**config.mk**
```make
export PLATFORM = sky130hd
export DESIGN_NAME = instr_cache_refill_ctrl
export DESIGN_NICKNAME = d
export VERILOG_FILES = /design/src/rtl/cache_pkg.sv /design/src/rtl/refill_perf_counter.sv /design/src/rtl/instr_cache_refill_ctrl.sv
export SDC_FILE = /design/constraint.sdc
export NUM_CORES = 1
export LEC_CHECK = 0
export BUFFER_PORTS_ARGS = -buffer_cell sky130_fd_sc_hd__clkbuf_2
export CAP_MARGIN = 10
export CORE_MARGIN = 2
export CORE_UTILIZATION = 34
export CTS_BUF_LIST = sky130_fd_sc_hd__clkbuf_4
export DETAILED_ROUTE_END_ITERATION = 6
export GPL_TIMING_DRIVEN = 0
export HOLD_SLACK_MARGIN = 0.12
export SLEW_MARGIN = 20
export SYNTH_ARGS = -nofsm -noshare
export SYNTH_HDL_FRONTEND = slang
export SYNTH_HIERARCHICAL = 1
export SYNTH_SLANG_ARGS = --single-unit
```
**constraint.sdc**
```tcl
create_clock -name clk -period 3.6 [get_ports clk]
set_clock_uncertainty 0.15 [all_clocks]
set_input_delay 0.18 -clock clk [delete_from_list [all_inputs] [get_ports clk]]
set_output_delay 0.18 -clock clk [all_outputs]
set_load 0.02 [all_outputs]
```
**src/rtl/cache_pkg.sv**
```systemverilog
// Shared types and default geometry for the instruction-cache refill path.
// Pure declarations: no logic, no latency, no flow control.
package cache_pkg;

    localparam int unsigned BLOCK_BYTES = 64;
    localparam int unsigned ADDR_WIDTH  = 32;
    localparam int unsigned BEAT_WIDTH  = 64;
    localparam int unsigned BEATS       = BLOCK_BYTES / 8;
    localparam int unsigned OFFSET_W    = $clog2(BLOCK_BYTES);

    typedef enum logic [1:0] {
        IDLE,
        REQ,
        FILL,
        WAIT
    } refill_state_t;

endpackage

```
**src/rtl/refill_perf_counter.sv**
```systemverilog
// Saturating 32-bit event counter with increment enable.
// Latency: count reflects an increment on the edge after inc_i; no backpressure.
module refill_perf_counter (
    input  logic        clk,
    input  logic        reset_n,
    input  logic        inc_i,
    output logic [31:0] count_o
);

    logic [31:0] cnt_q, cnt_d;

    always_comb begin
        cnt_d = cnt_q;
        if (inc_i && (cnt_q != 32'hFFFF_FFFF)) begin
            cnt_d = cnt_q + 32'd1;
        end
    end

    always_ff @(posedge clk or negedge reset_n) begin
        if (!reset_n) begin
            cnt_q <= 32'd0;
        end else begin
            cnt_q <= cnt_d;
        end
    end

    assign count_o = cnt_q;

endmodule

```
**src/rtl/instr_cache_refill_ctrl.sv**
```systemverilog
// Refills one I-cache block on a miss: latches the block address, requests it, streams beats into the set.
// Latency: 1 (REQ) + B/8 (FILL) + 1 (WAIT) cycles with ideal memory; each beat reaches RepEnable one cycle later.
// Backpressure: none on the read stream (all FILL beats taken); fetch stalled while busy. REFILL_PERF_CNT_EN adds counters.
module instr_cache_refill_ctrl
    import cache_pkg::*;
#(
    parameter int unsigned B      = BLOCK_BYTES,
    parameter int unsigned ADDR_W = ADDR_WIDTH,
    parameter int unsigned BEAT_W = BEAT_WIDTH
) (
    input  logic              clk,
    input  logic              reset_n,
    input  logic              FetchValid,
    input  logic [ADDR_W-1:0] FetchAddr,
    input  logic              CacheMiss,
    output logic              MemReq,
    output logic [ADDR_W-1:0] MemAddr,
    input  logic              MemAck,
    input  logic              MemRValid,
    input  logic [BEAT_W-1:0] MemRData,
    output logic              RepEnable,
    output logic [BEAT_W-1:0] RepWord,
    output logic              RefillBusy,
    output logic              StallF
`ifdef REFILL_PERF_CNT_EN
    ,
    output logic [31:0]       MissCount,
    output logic [31:0]       StallCycles
`endif
);

    localparam int unsigned NBEATS = B / 8;
    localparam int unsigned CNT_W  = $clog2(NBEATS);
    localparam int unsigned OFF_W  = $clog2(B);
    localparam logic [CNT_W-1:0] LAST_BEAT = CNT_W'(NBEATS - 1);

    refill_state_t     state_q, state_d;
    logic [CNT_W-1:0]  cnt_q, cnt_d;
    logic [ADDR_W-1:0] addr_q, addr_d;
    logic              rep_en_q, rep_en_d;
    logic [BEAT_W-1:0] rep_word_q, rep_word_d;
    logic              miss;
    logic              beat_acc;

    assign miss     = FetchValid && CacheMiss;
    assign beat_acc = (state_q == FILL) && MemRValid;

    always_comb begin
        state_d    = state_q;
        cnt_d      = cnt_q;
        addr_d     = addr_q;
        rep_en_d   = beat_acc;
        rep_word_d = rep_word_q;

        if (beat_acc) begin
            rep_word_d = MemRData;
        end

        case (state_q)
            IDLE: begin
                if (miss) begin
                    state_d = REQ;
                    addr_d  = {FetchAddr[ADDR_W-1:OFF_W], {OFF_W{1'b0}}};
                end
            end
            REQ: begin
                if (MemAck) begin
                    state_d = FILL;
                end
            end
            FILL: begin
                // Counter wraps naturally back to 0 on the last beat.
                if (MemRValid) begin
                    cnt_d = cnt_q + 1'b1;
                    if (cnt_q == LAST_BEAT) begin
                        state_d = WAIT;
                    end
                end
            end
            WAIT: begin
                state_d = IDLE;
            end
            default: begin
                state_d = IDLE;
            end
        endcase
    end

    always_ff @(posedge clk or negedge reset_n) begin
        if (!reset_n) begin
            state_q    <= IDLE;
            cnt_q      <= '0;
            addr_q     <= '0;
            rep_en_q   <= 1'b0;
            rep_word_q <= '0;
        end else begin
            state_q    <= state_d;
            cnt_q      <= cnt_d;
            addr_q     <= addr_d;
            rep_en_q   <= rep_en_d;
            rep_word_q <= rep_word_d;
        end
    end

    assign MemReq     = (state_q == REQ);
    assign MemAddr    = addr_q;
    assign RepEnable  = rep_en_q;
    assign RepWord    = rep_word_q;
    assign RefillBusy = (state_q != IDLE);
    assign StallF     = miss || RefillBusy;

`ifdef REFILL_PERF_CNT_EN
    refill_perf_counter u_miss_cnt (
        .clk     (clk),
        .reset_n (reset_n),
        .inc_i   ((state_q == IDLE) && miss),
        .count_o (MissCount)
    );

    refill_perf_counter u_stall_cnt (
        .clk     (clk),
        .reset_n (reset_n),
        .inc_i   (RefillBusy),
        .count_o (StallCycles)
    );
`endif

endmodule

```
==> results.sh, run 1 <==
export IMPL_status="finished clean"
export IMPL_path_class="flop to flop"
export IMPL_period_share_pct=62.4
export IMPL_yosys_register_bits=96
export IMPL_startpoint_type="flop"
export IMPL_grt_pass1_vias=3052
export IMPL_cp_max_fo=3
export IMPL_syn_inst=223
export IMPL_synth_xor_area_share_pct=0.231
export IMPL_wl_um=9330
export IMPL_synthMuxAreaShare_pct=29.4
export IMPL_final_hold_viol_count=0
export IMPL_synth_ff_type="dfrtp_1"
export IMPL_fin_ws_ns=1.35
export IMPL_nets=638
export IMPL_hold_path_class="primary input to asynchronous set/reset pin"
export IMPL_cts_made_buffers=9
export IMPL_synth_top_cell_by_area="dfrtp_1"
export IMPL_ys_warn_count=6
export IMPL_finalSetupViolCount=0
export IMPL_worstPathRequired_ns=3.81
export IMPL_synth_top_family_by_area="multiplexers"
export IMPL_gp_congestion=0.706
export IMPL_rows=38
export IMPL_drt_iter0_markers=104
export IMPL_leakagePower_nw=3.05
export IMPL_fin_tns_setup_ns=0
export IMPL_start_util_pct=35.0
export IMPL_tritoncts="yes"
export IMPL_final_layout_size_suffix_gt1_share_pct=58.8
export IMPL_synth_fa_ha_area_share_pct=1.65
export IMPL_syn_area_um2=3790
export IMPL_wl_per_cell_um=13.8
export IMPL_cts_repair_resized=0
export IMPL_seq_area_frac_synth_pct=63.4
export IMPL_period_needed_ns=2.25
export IMPL_grtUsageTotal_pct=15.7
export IMPL_clkSinkCount=96
export IMPL_core_area_um2=10800
export IMPL_io_buffers=189
export IMPL_ir_drop_mv=0.411
export IMPL_drc_errors=0
export IMPL_htreeDepth=3
export IMPL_syn_to_final_growth_pct=61.6
export IMPL_dieWidth_um=110
export IMPL_cts_root_buf="clkbuf_4"
export IMPL_rsz0062_at_grt="false"
export IMPL_p_per_area_nw_per_um2=811
export IMPL_async_reset_ff_share_pct=100
export IMPL_synth_compound_area_share_pct=0.495
export IMPL_dpl_hpwl_um=5880
export IMPL_worst_setup_path_end_kind="flop"
export IMPL_grt_pass1_wl_um=14400
export IMPL_synth_common_cells="96 x dfrtp_1, 75 x mux2_2, 18 x mux2_4, 8 x buf_4, 5 x ha_1"
export IMPL_clockBufferDepth=2
export IMPL_yosys_area_share_simple_pct=0.957
export IMPL_dp_slack_ns=1.72
export IMPL_crit_arrival_ns=2.45
export IMPL_yosysMostFrequentCell="dfrtp_1"
export IMPL_drv_cap=0
export IMPL_fmax_ghz=0.445
export IMPL_grt_ovfl_total=0
export IMPL_avgSynthCellArea_um2=17.0
export IMPL_synth_edf_count=0
export IMPL_clock_latency_ns=0.45
export IMPL_vias=2942
export IMPL_maxSlewViolCount=0
export IMPL_viasPerCell=4.35
export IMPL_ios=202
export IMPL_dr_pass1_iters=4
export IMPL_ant_nets=0
export IMPL_fp_dieH_um=110
export IMPL_clk_pin_slew_ns=0.16
export IMPL_synth_distinct_cells=17
export IMPL_synth_top_area_share_pct=63.4
export IMPL_grt_antenna_before_repair=1
export IMPL_synth_area_leaders="dfrtp_1 63%, mux2_2 22%, mux2_4 7.1%, ha_1 1.7%, buf_4 1.6%"
export IMPL_die_area_um2=12000
export IMPL_grt_max_degree=92
-- stage by stage --
step	power, mW	area (µm²)	hold slack [ns]	cells	util (%)
after floorplan	3.47	3810	-0.266	228	-
after global placement	4.22	4930	0.261	557	45.5
after detailed placement	4.28	4970	-0.147	558	45.8
after CTS	5.03	6120	0.164	676	56.5
after global routing	5.29	6120	0.205	677	56.5
final	4.97	6120	0.187	677	56.5
-- per-layer routing --
| metal | up-vias | global-route usage [%] | wire (µm) |
|---|---|---|---|
| li1 | 1383 | - | - |
| met1 | 1432 | 17.7 | 3640 |
| met2 | 112 | 27.4 | 4830 |
| met3 | 15 | 4.15 | 665 |
| met4 | 0 | 7.59 | 193 |
| met5 | - | 0 | 0 |
-- critical path, stage by stage (launching register included) --
cell and delay [ns]:
dfrtp_1 0.39, inv_1 0.06, ha_1 0.19, nor2b_1 0.15, a221oi_1 0.25, dlygate4sd3_1 0.62
mux2_2 0.33
-- layout by cell type (no fill, tap or decap), types with 2 or more instances in the layout --
master	n
buf_2	4
buf_4	8
buf_6	2
buf_8	2
clkbuf_2	188
clkbuf_4	10
clkinv_1	2
conb_1	6
dfrtp_1	96
dlygate4sd3_1	102
ha_1	5
inv_1	3
mux2_2	75
mux2_4	18
nand2_1	3
-- worst paths after layout --
kind                             from  slack [ns]  cells after the start          end
setup / recovery           state_q[1]        1.35                      6   state_q[1]
hold / removal                reset_n        0.19                      3   state_q[1]
setup reg to reg           state_q[1]        1.35                      6   state_q[1]
hold reg to reg              cnt_q[0]        0.34                      1     cnt_q[0]
max in group asynchronous     reset_n        2.54                      3   RepWord[2]
min in group clk            CacheMiss        0.26                      4  MemAddr[27]
-- registers in the layout (all words and copies together) (netlist names) --
register and cells:
RepWord 64, cnt_q 3, MemAddr 26, state_q 2, RepEnable 1
-- area by class of cell --
type	instances	area (µm²)
timing repair buffer	292	2000
multi-input combinational	113	1260
clock inverter	6	58.8
sequential	96	2400
buffer	16	133
antenna	1	2.50
clock buffer	10	75.1
tap	140	175
fill	895	4720
inverter	3	11.3
-- where the power goes --
group / internal (mW) / switching (mW) / leakage (nW)
registers: 1.63 / 0.281 / 1.14
clock network: 0.217 / 0.353 / 0.0719
logic: 1.19 / 1.30 / 1.84
-- repair_timing --
item | in CTS | in global routing
hold endpoints to repair | 188 | 0
hold buffers | 102 | 0
setup buffers | 0 | 0
-- logic make-up (layout without fill, tap and decap cells) --
group,after synthesis,in the layout
DFF,96,96
and+or+nand+nor,6,6
adders and majority gates,5,5
other,1,7
muxes,93,93
buffers and inverters,19,327
xor gates and xnor gates,1,1
AOI/OAI and AO/OA,2,2
Note: power is estimated with default switching activity, not from simulation.
==> inputs of run 2 (changes only) <==
clock period = 2.2 ns   (was 3.6 ns; I/O delays follow)
==> results.sh, run 2 (synthesis results as in run 1) <==
export IMPL_ant_nets=0
export IMPL_clkSinkCount=96
export IMPL_start_util_pct=35.0
export IMPL_grt_pass1_vias=3059
export IMPL_dp_slack_ns=0.317
export IMPL_dpl_hpwl_um=5880
export IMPL_drt_iter0_markers=89
export IMPL_pwr_share_seq_pct=38.4
export IMPL_final_hold_viol_count=0
export IMPL_grt_max_degree=92
export IMPL_grt_antenna_before_repair=1
export IMPL_final_common_cell="clkbuf_2"
export IMPL_reg2reg_slack_ns=0.16
export IMPL_clockBufferDepth=2
export IMPL_maxSlewViolCount=0
export IMPL_rr_startpoint="state_q[0]"
export IMPL_post_cts_buffers=0
export IMPL_wl_um=9370
export IMPL_p_int_mw=4.97
export IMPL_final_layout_size_suffix_gt1_share_pct=58.9
export IMPL_fp_dieH_um=110
export IMPL_leakagePower_nw=3.06
export IMPL_rsz0062_at_grt="false"
export IMPL_fmax_ghz=0.491
export IMPL_dr_pass1_iters=2
export IMPL_startpoint_type="flop"
export IMPL_finalSetupViolCount=0
export IMPL_power_share_clock_pct=11.5
export IMPL_r2r_cells=5
export IMPL_syn_to_final_growth_pct=62.5
export IMPL_viasPerCell=4.34
export IMPL_worst_setup_path_end_kind="flop"
export IMPL_cts_root_buf="clkbuf_4"
export IMPL_largest_register_ffs=64
export IMPL_ios=202
export IMPL_hold_path_endpoint="RepWord[60]"
export IMPL_startpoint="state_q[0]"
export IMPL_fin_ws_ns=0.163
export IMPL_power_frac_comb_pct=50.2
export IMPL_power_total_mw=8.15
export IMPL_cp_max_fo=8
export IMPL_htreeDepth=3
export IMPL_tritoncts="yes"
export IMPL_grt_ovfl_total=0
export IMPL_drv_cap=0
export IMPL_worstPathRequired_ns=2.38
export IMPL_clk_pin_slew_ns=0.15
export IMPL_r2r_end="MemAddr[8]"
export IMPL_period_share_pct=92.6
export IMPL_crit_arrival_ns=2.22
export IMPL_dieWidth_um=110
export IMPL_hold_path_class="primary input to flop"
export IMPL_switchingPower_mw=3.18
export IMPL_nets=640
export IMPL_grt_pass1_wl_um=14400
export IMPL_vias=2945
export IMPL_io_buffers=189
export IMPL_period_needed_ns=2.04
export IMPL_status="finished clean"
export IMPL_holdPathStages=3
export IMPL_mostFrequentLayoutCells="188 x clkbuf_2, 104 x dlygate4sd3_1, 96 x dfrtp_1"
export IMPL_gp_congestion=0.706
export IMPL_drc_errors=0
export IMPL_ir_drop_mv=0.672
export IMPL_core_area_um2=10800
export IMPL_grtUsageTotal_pct=15.7
export IMPL_rows=38
export IMPL_clock_latency_ns=0.44
export IMPL_wl_per_cell_um=13.8
export IMPL_die_area_um2=12000
export IMPL_switching_share_pct=39.0
export IMPL_p_per_area_nw_per_um2=1320
export IMPL_hold_ws_ns=0.271
export IMPL_cts_made_buffers=9
export IMPL_hold_start="MemRData[60]"
export IMPL_path_class="flop to flop"
-- run 2: changes by cell type in the layout (fill, tap and decap cells not counted), sizes merged --
cell and change:
dlygate4sd3 +2
-- run 2: per-layer routing --
| metal | share of wire [%] | global-route usage [%] | vias to the layer above |
|---|---|---|---|
| met5 | 0 | 0 | - |
| met4 | 2.2 | 7.87 | 0 |
| met3 | 6.8 | 4.03 | 17 |
| met2 | 52 | 27.4 | 114 |
| met1 | 39 | 17.8 | 1427 |
| li1 | - | - | 1387 |
-- run 2: stage by stage --
step           instances  utilization [%]  setup TNS, ns  cell area, µm²
3_3_place_gp         557             45.5         -32.01            4930
6_report             679             56.8              0            6160
3_5_place_dp         558             45.8              0            4970
4_1_cts              678             56.7              0            6140
2_1_floorplan        228                -              0            3810
5_1_grt              679             56.8              0            6160
-- run 2: final cells by class --
class,count,area (µm²)
Sequential cell,96,2400
Buffer,16,133
Tap cell,140,175
Multi-Input combinational cell,113,1280
Clock inverter,6,58.8
Antenna cell,1,2.50
Inverter,3,11.3
Clock buffer,10,75.1
Timing Repair Buffer,294,2020
Fill cell,882,4680
-- run 2: worst max path at each step --
stage | depth (start not counted) | to | slack [ns]
5_1_grt | 5 | MemAddr[10] | 0.04
3_3_place_gp | 1 | RepWord[28] | -0.34
2_1_floorplan | 4 | state_q[1] | 0.48
3_5_place_dp | 7 | RepWord[32] | 0.32
4_1_cts | 5 | MemAddr[7] | 0.05
6_report | 5 | MemAddr[8] | 0.16
-- run 2: worst max-delay path, cell delays in order, from the launching register on --
cell           delay (ns)
dfrtp_1              0.43
inv_1                0.09
ha_2                 0.26
nand3_4              0.15
mux2_2               0.29
dlygate4sd3_1        0.56
-- run 2: what timing repair did --
action,4_1_cts,5_1_grt
endpoints found under the hold margin,188,0
hold buffers,104,0
resized for setup,0,3
endpoints found under the setup margin,0,7
-- run 2: power by group through the flow --
stage               Sequential (mW)  Clock (mW)  Combinational, mW
floorplan                      4.19           0               1.49
global placement               3.12           0               3.79
detailed placement             3.15           0               3.85
CTS                            3.12       0.981               4.11
global route                   3.24        1.05               4.38
finish                         3.12       0.933               4.09
